### config.mk
export PLATFORM = sky130hd
export DESIGN_NAME = color_steer_flat
export DESIGN_NICKNAME = d
export VERILOG_FILES = /design/src/rtl/color_pkg.sv /design/src/rtl/color_steer_if.sv /design/src/rtl/color_out_decode.sv /design/src/rtl/color_steer.sv /design/src/flat_wrapper.sv
export SDC_FILE = /design/constraint.sdc
export NUM_CORES = 1
export LEC_CHECK = 0
export ABC_AREA = 1
export ABC_CLOCK_PERIOD_IN_PS = 2000
export BUFFER_PORTS_ARGS = -buffer_cell sky130_fd_sc_hd__buf_4
export CORE_ASPECT_RATIO = 1.4
export CORE_MARGIN = 2
export CORE_UTILIZATION = 40
export DETAILED_ROUTE_END_ITERATION = 12
export GPL_ROUTABILITY_DRIVEN = 0
export SETUP_SLACK_MARGIN = 0.05
export SLEW_MARGIN = 30
export SYNTH_ARGS = -nofsm -noshare
export SYNTH_HDL_FRONTEND = slang
export SYNTH_SLANG_ARGS = --single-unit
### constraint.sdc
create_clock -name clk -period 2 [get_ports clk]
set_input_delay 0.1 -clock clk [delete_from_list [all_inputs] [get_ports clk]]
set_output_delay 0.1 -clock clk [all_outputs]
set_load 0.01 [all_outputs]
### src/rtl/color_pkg.sv
// Shared types and codes for the color FSM and its command driver.
// Holds the color/state enums and the FSM command and output encodings.
package color_pkg;

    typedef enum logic {
        BLUE = 1'b0,
        RED  = 1'b1
    } color_state_t;

    localparam logic [1:0] CMD_HOLD   = 2'h0;
    localparam logic [1:0] CMD_TOGGLE = 2'h1;

    localparam logic [1:0] OUT_BLUE = 2'h1;
    localparam logic [1:0] OUT_RED  = 2'h2;

    typedef enum logic [1:0] {
        ST_IDLE,
        ST_DRIVE,
        ST_DWELL,
        ST_RESP
    } steer_state_t;

endpackage

### src/rtl/color_steer_if.sv
// Request/response handshake bundle between a requester and color_steer.
// master: requester side (req_valid/req_color/req_dwell/rsp_ready out);
// slave: color_steer side (req_ready/rsp_valid/rsp_err out).
interface color_steer_if #(
    parameter int DWELL_WIDTH = 4
) ();

    logic                   req_valid;
    logic                   req_ready;
    logic                   req_color;
    logic [DWELL_WIDTH-1:0] req_dwell;
    logic                   rsp_valid;
    logic                   rsp_ready;
    logic                   rsp_err;

    modport master (
        output req_valid,
        output req_color,
        output req_dwell,
        output rsp_ready,
        input  req_ready,
        input  rsp_valid,
        input  rsp_err
    );

    modport slave (
        input  req_valid,
        input  req_color,
        input  req_dwell,
        input  rsp_ready,
        output req_ready,
        output rsp_valid,
        output rsp_err
    );

endinterface

### src/rtl/color_out_decode.sv
// Combinational decoder for the color FSM's Mealy output word.
// Ports: code (fsm out word) -> legal (1/2 only), color (next state).
module color_out_decode
    import color_pkg::*;
(
    input  logic [1:0]   code,
    output logic         legal,
    output color_state_t color
);

    always_comb begin
        legal = 1'b0;
        color = BLUE;
        unique case (1'b1)
            (code == OUT_BLUE): begin
                legal = 1'b1;
                color = BLUE;
            end
            (code == OUT_RED): begin
                legal = 1'b1;
                color = RED;
            end
            default: begin
                legal = 1'b0;
                color = BLUE;
            end
        endcase
    end

endmodule

### src/rtl/color_steer.sv
// Command driver steering the two-state color FSM to a target color,
// holding it for a dwell time and returning a response with an error flag.
// Ports: clk, rst (sync, active-high), bus (color_steer_if.slave),
// fsm_in (command to FSM), fsm_out (FSM Mealy output), cur_color.
// Build option: COLOR_STEER_CHECK_EN enables closed-loop checking of
// fsm_out; without it fsm_out is ignored and rsp_err stays 0.
module color_steer
    import color_pkg::*;
#(
    parameter int DWELL_WIDTH = 4
) (
    input  logic                clk,
    input  logic                rst,
    color_steer_if.slave        bus,
    output logic [1:0]          fsm_in,
    input  logic [1:0]          fsm_out,
    output logic                cur_color
);

    steer_state_t           state;
    color_state_t           target;
    color_state_t           cur_q;
    logic [DWELL_WIDTH-1:0] dwell;
    logic [DWELL_WIDTH-1:0] cnt;
    logic                   err;
    logic                   req_ready_q;
    logic                   rsp_valid_q;
    logic                   rsp_err_q;

    logic         dec_legal;
    color_state_t dec_color;

    // obs_bad: observed word disagrees with target
    // obs_load/obs_color: whether and what to copy into cur_color
    logic         obs_bad;
    logic         obs_load;
    color_state_t obs_color;

    color_out_decode u_dec (
        .code  (fsm_out),
        .legal (dec_legal),
        .color (dec_color)
    );

`ifdef COLOR_STEER_CHECK_EN
    assign obs_bad   = !dec_legal || (dec_color != target);
    assign obs_load  = dec_legal;
    assign obs_color = dec_color;
`else
    logic unused_dec;
    assign unused_dec = dec_legal ^ dec_color;
    assign obs_bad    = 1'b0;
    assign obs_load   = 1'b1;
    assign obs_color  = target;
`endif

    assign fsm_in = (state == ST_DRIVE && cur_q != target)
                  ? CMD_TOGGLE : CMD_HOLD;

    assign cur_color     = cur_q;
    assign bus.req_ready = req_ready_q;
    assign bus.rsp_valid = rsp_valid_q;
    assign bus.rsp_err   = rsp_err_q;

    always_ff @(posedge clk) begin
        if (rst) begin
            state       <= ST_IDLE;
            target      <= RED;
            cur_q       <= RED;
            dwell       <= '0;
            cnt         <= '0;
            err         <= 1'b0;
            req_ready_q <= 1'b1;
            rsp_valid_q <= 1'b0;
            rsp_err_q   <= 1'b0;
        end else begin
            unique case (state)
                ST_IDLE: begin
                    if (bus.req_valid && req_ready_q) begin
                        target      <= color_state_t'(bus.req_color);
                        dwell       <= bus.req_dwell;
                        err         <= 1'b0;
                        req_ready_q <= 1'b0;
                        state       <= ST_DRIVE;
                    end
                end
                ST_DRIVE: begin
                    if (obs_load)
                        cur_q <= obs_color;
                    err <= obs_bad;
                    cnt <= dwell;
                    if (dwell != '0) begin
                        state <= ST_DWELL;
                    end else begin
                        state       <= ST_RESP;
                        rsp_valid_q <= 1'b1;
                        rsp_err_q   <= obs_bad;
                    end
                end
                ST_DWELL: begin
                    if (obs_load)
                        cur_q <= obs_color;
                    err <= err | obs_bad;
                    cnt <= cnt - DWELL_WIDTH'(1);
                    if (cnt == DWELL_WIDTH'(1)) begin
                        state       <= ST_RESP;
                        rsp_valid_q <= 1'b1;
                        rsp_err_q   <= err | obs_bad;
                    end
                end
                ST_RESP: begin
                    if (bus.rsp_ready) begin
                        state       <= ST_IDLE;
                        rsp_valid_q <= 1'b0;
                        rsp_err_q   <= 1'b0;
                        req_ready_q <= 1'b1;
                    end
                end
                default: begin
                    state <= ST_IDLE;
                end
            endcase
        end
    end

endmodule
### src/flat_wrapper.sv
// flat-port wrapper written by rule: the top's interface ports become plain ports
module color_steer_flat import color_pkg::*;
#(
    parameter int DWELL_WIDTH = 4
)
  (clk, rst, fsm_in, fsm_out, cur_color, bus_req_valid, bus_req_color, bus_req_dwell, bus_rsp_ready, bus_req_ready, bus_rsp_valid, bus_rsp_err);
  color_steer_if #(.DWELL_WIDTH(DWELL_WIDTH)) bus_i ();
  input  logic clk;
  input  logic rst;
  output logic [1:0] fsm_in;
  input  logic [1:0] fsm_out;
  output logic cur_color;
  input wire logic [$bits(bus_i.req_valid)-1:0] bus_req_valid;
  input wire logic [$bits(bus_i.req_color)-1:0] bus_req_color;
  input wire logic [$bits(bus_i.req_dwell)-1:0] bus_req_dwell;
  input wire logic [$bits(bus_i.rsp_ready)-1:0] bus_rsp_ready;
  output wire logic [$bits(bus_i.req_ready)-1:0] bus_req_ready;
  output wire logic [$bits(bus_i.rsp_valid)-1:0] bus_rsp_valid;
  output wire logic [$bits(bus_i.rsp_err)-1:0] bus_rsp_err;
  assign bus_i.req_valid = bus_req_valid;
  assign bus_i.req_color = bus_req_color;
  assign bus_i.req_dwell = bus_req_dwell;
  assign bus_i.rsp_ready = bus_rsp_ready;
  assign bus_req_ready = bus_i.req_ready;
  assign bus_rsp_valid = bus_i.rsp_valid;
  assign bus_rsp_err = bus_i.rsp_err;
  color_steer #(.DWELL_WIDTH(DWELL_WIDTH)) u_core (.clk(clk), .rst(rst), .bus(bus_i), .fsm_in(fsm_in), .fsm_out(fsm_out), .cur_color(cur_color));
endmodule
# After elaboration in Yosys (flattened, before gate mapping)
# Index checks and enable logic that the tools add are counted.
[totals] reg_bits=16 inputBits=11 output_inout_bits=6 wordCells=51
[op_classes] add_sub_neg=1 eq_ne=9 muxes=18 reduce_logical=14
[op_table] op="1-bit 2-to-1 mux" n=9
[op_table] op="2-bit case mux with 4 select lines" n=1
[op_table] op="4-bit case mux with 2 select lines" n=1
[op_table] op="2-bit 2-to-1 mux" n=3
[op_table] op="1-bit case mux with 3 select lines" n=2
[op_table] op="3-bit AND reduction" n=2
[op_table] op="2-bit nonzero test" n=3
[op_table] op="2-bit == test, second input constant" n=2
[op_table] op="4-bit by 1-bit == test with 1-bit output, second input constant" n=1
[op_table] op="2-bit by 1-bit inequality test with 1-bit output, second input constant" n=2
[op_table] op="2-bit inequality test, second input constant" n=2
[op_table] op="1-bit case mux with 2 select lines" n=2
[op_table] op="2-bit AND reduction" n=2
[op_table] op="4-bit AND reduction" n=1
[op_table] op="4-bit nonzero test" n=1
[op_table] op="4-bit by 1-bit subtractor with 4-bit output, second input constant" n=1
[op_table] op="3-bit nonzero test" n=1
[op_table] op="2-bit by 1-bit == test with 1-bit output, second input constant" n=1
[op_table] op="1-bit logical AND" n=2
[op_table] op="2-bit logical NOT" n=1
[op_table] op="2-bit OR reduction" n=1
[op_table] op="1-bit inequality test" n=1

# Longest topological paths before layout
[logic_depth] word_depth=3 ltp_mapped=8 mapped_depth_nobuf=8

# Least setup slack after synthesis
# Ideal clock, no wire load.
[synth_timing] path_kind="reg2reg" start="register u_core.state[0]" end="register u_core.cnt[0]" setup_time_ps=86 arrival_ps=1207 required_time_ps=1914 slack_ps=706 path_stages_with_launch=6 n_path_buf=0 synth_period_minus_slack_ps=1294 cell_sequence="dfxtp_1 -> inv_1 -> ha_1 -> inv_2 -> a21oi_1 -> a221oi_2"
[synth_between] elab_chain_cells=2 elab_cells_between_ends=4 cone_classes="eq/ne: 2; mux: 1; reduce/logical: 1"
[synth_rtl] element="from (decl)" line_no="color_steer.sv:20" rtl="steer_state_t state;"
[synth_rtl] element="from (signal assigned)" line_no="color_steer.sv:67" rtl="state <= ST_IDLE;"
[synth_rtl] element="from (signal assigned)" line_no="color_steer.sv:84" rtl="state <= ST_DRIVE;"
[synth_rtl] element="from (signal assigned)" line_no="color_steer.sv:93" rtl="state <= ST_DWELL;"
[synth_rtl] element="2-bit == test or 2-bit by 1-bit == test with 1-bit output (tied branches)" line_no="color_steer.sv:77" rtl="unique case (state)"
[synth_rtl] element="4-bit case mux with 2 select lines or 2-bit nonzero test (tied branches)"
[synth_rtl] element="to (signal assigned)" line_no="color_steer.sv:91" rtl="cnt <= dwell;"
[synth_rtl] element="to (signal assigned)" line_no="color_steer.sv:104" rtl="cnt <= cnt - DWELL_WIDTH'(1);"
[synth_rtl] element="to (decl)" line_no="color_steer.sv:24" rtl="logic [DWELL_WIDTH-1:0] cnt;"
# Several ways; a longest one is shown, not always the timed one.
# A chain may end at the register's enable or synchronous reset.

# Worst setup path after layout
# Same ends and word-level chain as after synthesis.

==> results <==
- Of the cells placed in the final design, the portion with a size suffix greater than 1 is 0.279.
- Clock skew on the completed layout was measured at 0.00300 ns.
- Hold repair after CTS inserted 0 buffers.
- The detailed-route wire length per cell is 11.5 um.
- The placed wire-length estimate is 1360 um.
- The number of I/O port buffers is 12.
- The run finished with clean final reports.
- The part of the cycle the worst path needs is 0.757.
- The number of register bits inferred by synthesis is 14.
- The total routing resource utilization after global routing is 0.159.
- Total power for the finished layout comes to 1.35 mW.
- The hold violation total from the final report is 0.
- The number of nets with antenna violations after routing is 0.
- Along the worst path, the maximum fanout reaches 6.
- The placed instances occupy a cell area of 955 um^2.
- For the worst setup path, the data required time is 2.20 ns.
- The number of placed instances, taps included, is 146.
- In this run, post-CTS repair resized a total of 0 instances.
- TritonCTS built the clock tree.
- For this design the ratio of total power to cell area is 1360 nW/um^2.
- For this run, design rule violations remaining after detail routing come to 0.
- At the end of the flow, the number of nets in the layout was 150.
- The region available for standard cell placement spans 2000 um^2.
- Entering global routing, the biggest net connects 10 pins.
- The time the final worst path needs with I/O delays and setup is 1.51 ns.
- The fmax is 661 MHz.
- In this run the post-CTS setup repair buffer count came out at 0.
- The number of global-route vias before repair is 741.
- The initial antenna violation count is 0.
- STA classifies the critical path endpoint as a flop.
- The number of iterations in the first detailed-routing pass is 4.
- IR analysis of the VDD net gives a maximum drop of 887 uV.
- The class of the worst hold path is in -> reg.
- In this run the deepest clock path goes through 2 buffers.
- The worst endpoint data arrival time is 1.72 ns.
- The total count of max-transition violations in the final report is 0.
- The library cell used most frequently in the layout, excluding fill and tap cells, is sky130_fd_sc_hd__nand2_1.
- The die covers 2530 um^2.
- The top-level I/O count is 17.
- The fraction of the yosys area taken by sequential cells is 0.328.
- Across the run, the number of max-cap violations was 0.
- The sum of overflow across all layers after global routing is 0.
- The synthesized instance count is 115.
- The wire length after detailed routing is 1720 um.
- The die is 58.7 um tall.
- Leaving out fill and tap cells, the most frequent cells in the layout are sky130_fd_sc_hd__nand2_1, sky130_fd_sc_hd__dfxtp_1, sky130_fd_sc_hd__buf_4.
- The number of CTS-inserted buffers is 3.
- Once layout is complete, the cells apart from fillers number 150.
- The chip width is 43.1 um.
- Setup violations remaining at the end of the flow were counted as 0.
- The post-route cell area is 991 um^2.
- Setup repair after global routing left no endpoint under its margin.
- The cell at the root of the clock tree is sky130_fd_sc_hd__clkbuf_4.
- The area of the mapped netlist is 855 um^2.
- The area growth from synthesis to layout is 16.0%.
- The first global-routing pass estimated 3070 um of wire.
- The type of the worst setup path is reg -> reg.
- The warning count from the yosys run is 0.
- The number of sinks handled by clock tree synthesis is 14.
- Yosys mapped the design onto 25 distinct sky130hd cell types.
- STA classifies the critical path startpoint as a flop.
- The starting utilization of the core area is 0.428.
- 0 antenna diodes ended up in the layout.
- The H-tree depth reported by CTS is 1.
- The number of vias per cell after detailed routing is 5.12.
- The overall via count from detail_route is 768.
- The summed negative setup slack over all endpoints is 0 ns.
- The later pin in the worst-skew pair is clocked with a latency of 0.28 ns.
- After synthesis, the mean cell area works out to 7.43 um^2.
- The initialized floorplan defines 19 standard-cell rows.
- The static leakage is 0.451 nW.
- The detailed router finished its first iteration with 16 violations.
- After clock tree synthesis, the clock-pin slew on the worst setup and hold paths is 0.08 ns.
-- metrics by stage --
step	util	hold slack, ns	setup slack, ns
floorplan	-	0.213	0.706
global placement	0.478	0.302	0.517
detailed placement	0.478	0.308	0.511
CTS	0.496	0.00404	0.486
global route	0.496	0.0289	0.330
finish	0.496	0.00948	0.486
-- final cells by class --
type | instances | area, um^2
sequential | 14 | 280
inverter | 17 | 65.1
fill | 211 | 1010
timing repair buffer | 12 | 90.1
clock buffer | 4 | 36.3
multi-input combinational | 82 | 493
tap | 21 | 26.3
-- synth_stat cells --
library cell / number / area, um^2
sky130_fd_sc_hd__nor2_1: 5 / 18.8
sky130_fd_sc_hd__buf_2: 1 / 5.00
sky130_fd_sc_hd__conb_1: 1 / 3.75
sky130_fd_sc_hd__dfxtp_1: 14 / 280
sky130_fd_sc_hd__o21ai_1: 2 / 10.0
sky130_fd_sc_hd__inv_1: 9 / 33.8
sky130_fd_sc_hd__nor2_4: 1 / 11.3
sky130_fd_sc_hd__buf_4: 2 / 15.0
sky130_fd_sc_hd__a21oi_2: 2 / 17.5
sky130_fd_sc_hd__clkinv_2: 1 / 5.00
sky130_fd_sc_hd__nand3b_1: 1 / 7.51
sky130_fd_sc_hd__nand3_2: 2 / 20.0
sky130_fd_sc_hd__nand2_1: 26 / 97.6
sky130_fd_sc_hd__a221oi_2: 1 / 15.0
sky130_fd_sc_hd__a211oi_1: 1 / 7.51
sky130_fd_sc_hd__nand3_1: 9 / 45.0
sky130_fd_sc_hd__nor2_2: 3 / 18.8
sky130_fd_sc_hd__a21oi_1: 9 / 45.0
sky130_fd_sc_hd__o211ai_1: 2 / 15.0
sky130_fd_sc_hd__o21ai_2: 1 / 8.76
sky130_fd_sc_hd__inv_2: 7 / 26.3
sky130_fd_sc_hd__ha_1: 9 / 113
sky130_fd_sc_hd__o21ai_0: 2 / 10.0
sky130_fd_sc_hd__nand2_2: 2 / 12.5
sky130_fd_sc_hd__nand4_1: 2 / 12.5
-- cell families (layout without fill, tap and decap cells) --
kind of cell | after synthesis | in the layout | share of synthesized area
other | 1 | 2 | 0.00439
buffers and inverters | 20 | 33 | 0.0995
DFF | 14 | 14 | 0.328
AOI/OAI and AO/OA | 20 | 20 | 0.151
adders and majority gates | 9 | 9 | 0.132
and+or+nand+nor | 51 | 51 | 0.286
-- worst max-delay path, cell delays in order (launching register included) --
cell and delay [ns]:
sky130_fd_sc_hd__dfxtp_1 0.45, sky130_fd_sc_hd__inv_1 0.15, sky130_fd_sc_hd__ha_1 0.42, sky130_fd_sc_hd__inv_2 0.15, sky130_fd_sc_hd__a21oi_1 0.07, sky130_fd_sc_hd__a221oi_2 0.20
-- power breakdown --
part | internal (mW) | switching, mW | total [mW]
Sequential | 0.366 | 0.0809 | 0.447
Clock | 0.111 | 0.0930 | 0.204
Combinational | 0.280 | 0.421 | 0.701
-- path summary, 6_finish.rpt --
kind	start	slack, ns	depth (start not counted)	endpoint
worst max-delay path	u_core.state[0]	0.49	5	u_core.cnt[0]
worst min-delay path	bus_req_color	0.009	3	u_core.obs_color
worst max register to register	u_core.state[0]	0.49	5	u_core.cnt[0]
worst min register to register	u_core.dwell[1]	0.50	2	u_core.dwell[1]
-- routing by layer --
layer | global-route usage | part of all wire | vias up
met3 | 0.0184 | 0.021 | 5
met4 | 0.0909 | 0.024 | 0
met2 | 0.279 | 0.51 | 11
li1 | - | - | 398
met1 | 0.183 | 0.44 | 354
met5 | 0 | 0 | -
-- state kept, by name, indices dropped and copies added, names as in the netlist --
name	count
u_core.cur_color	1
u_core.bus.rsp_valid	1
u_core.obs_color	1
u_core.dwell	4
u_core.bus.req_ready	1
u_core.cnt	4
u_core.state	2
Power figures use the tool's default switching activity.
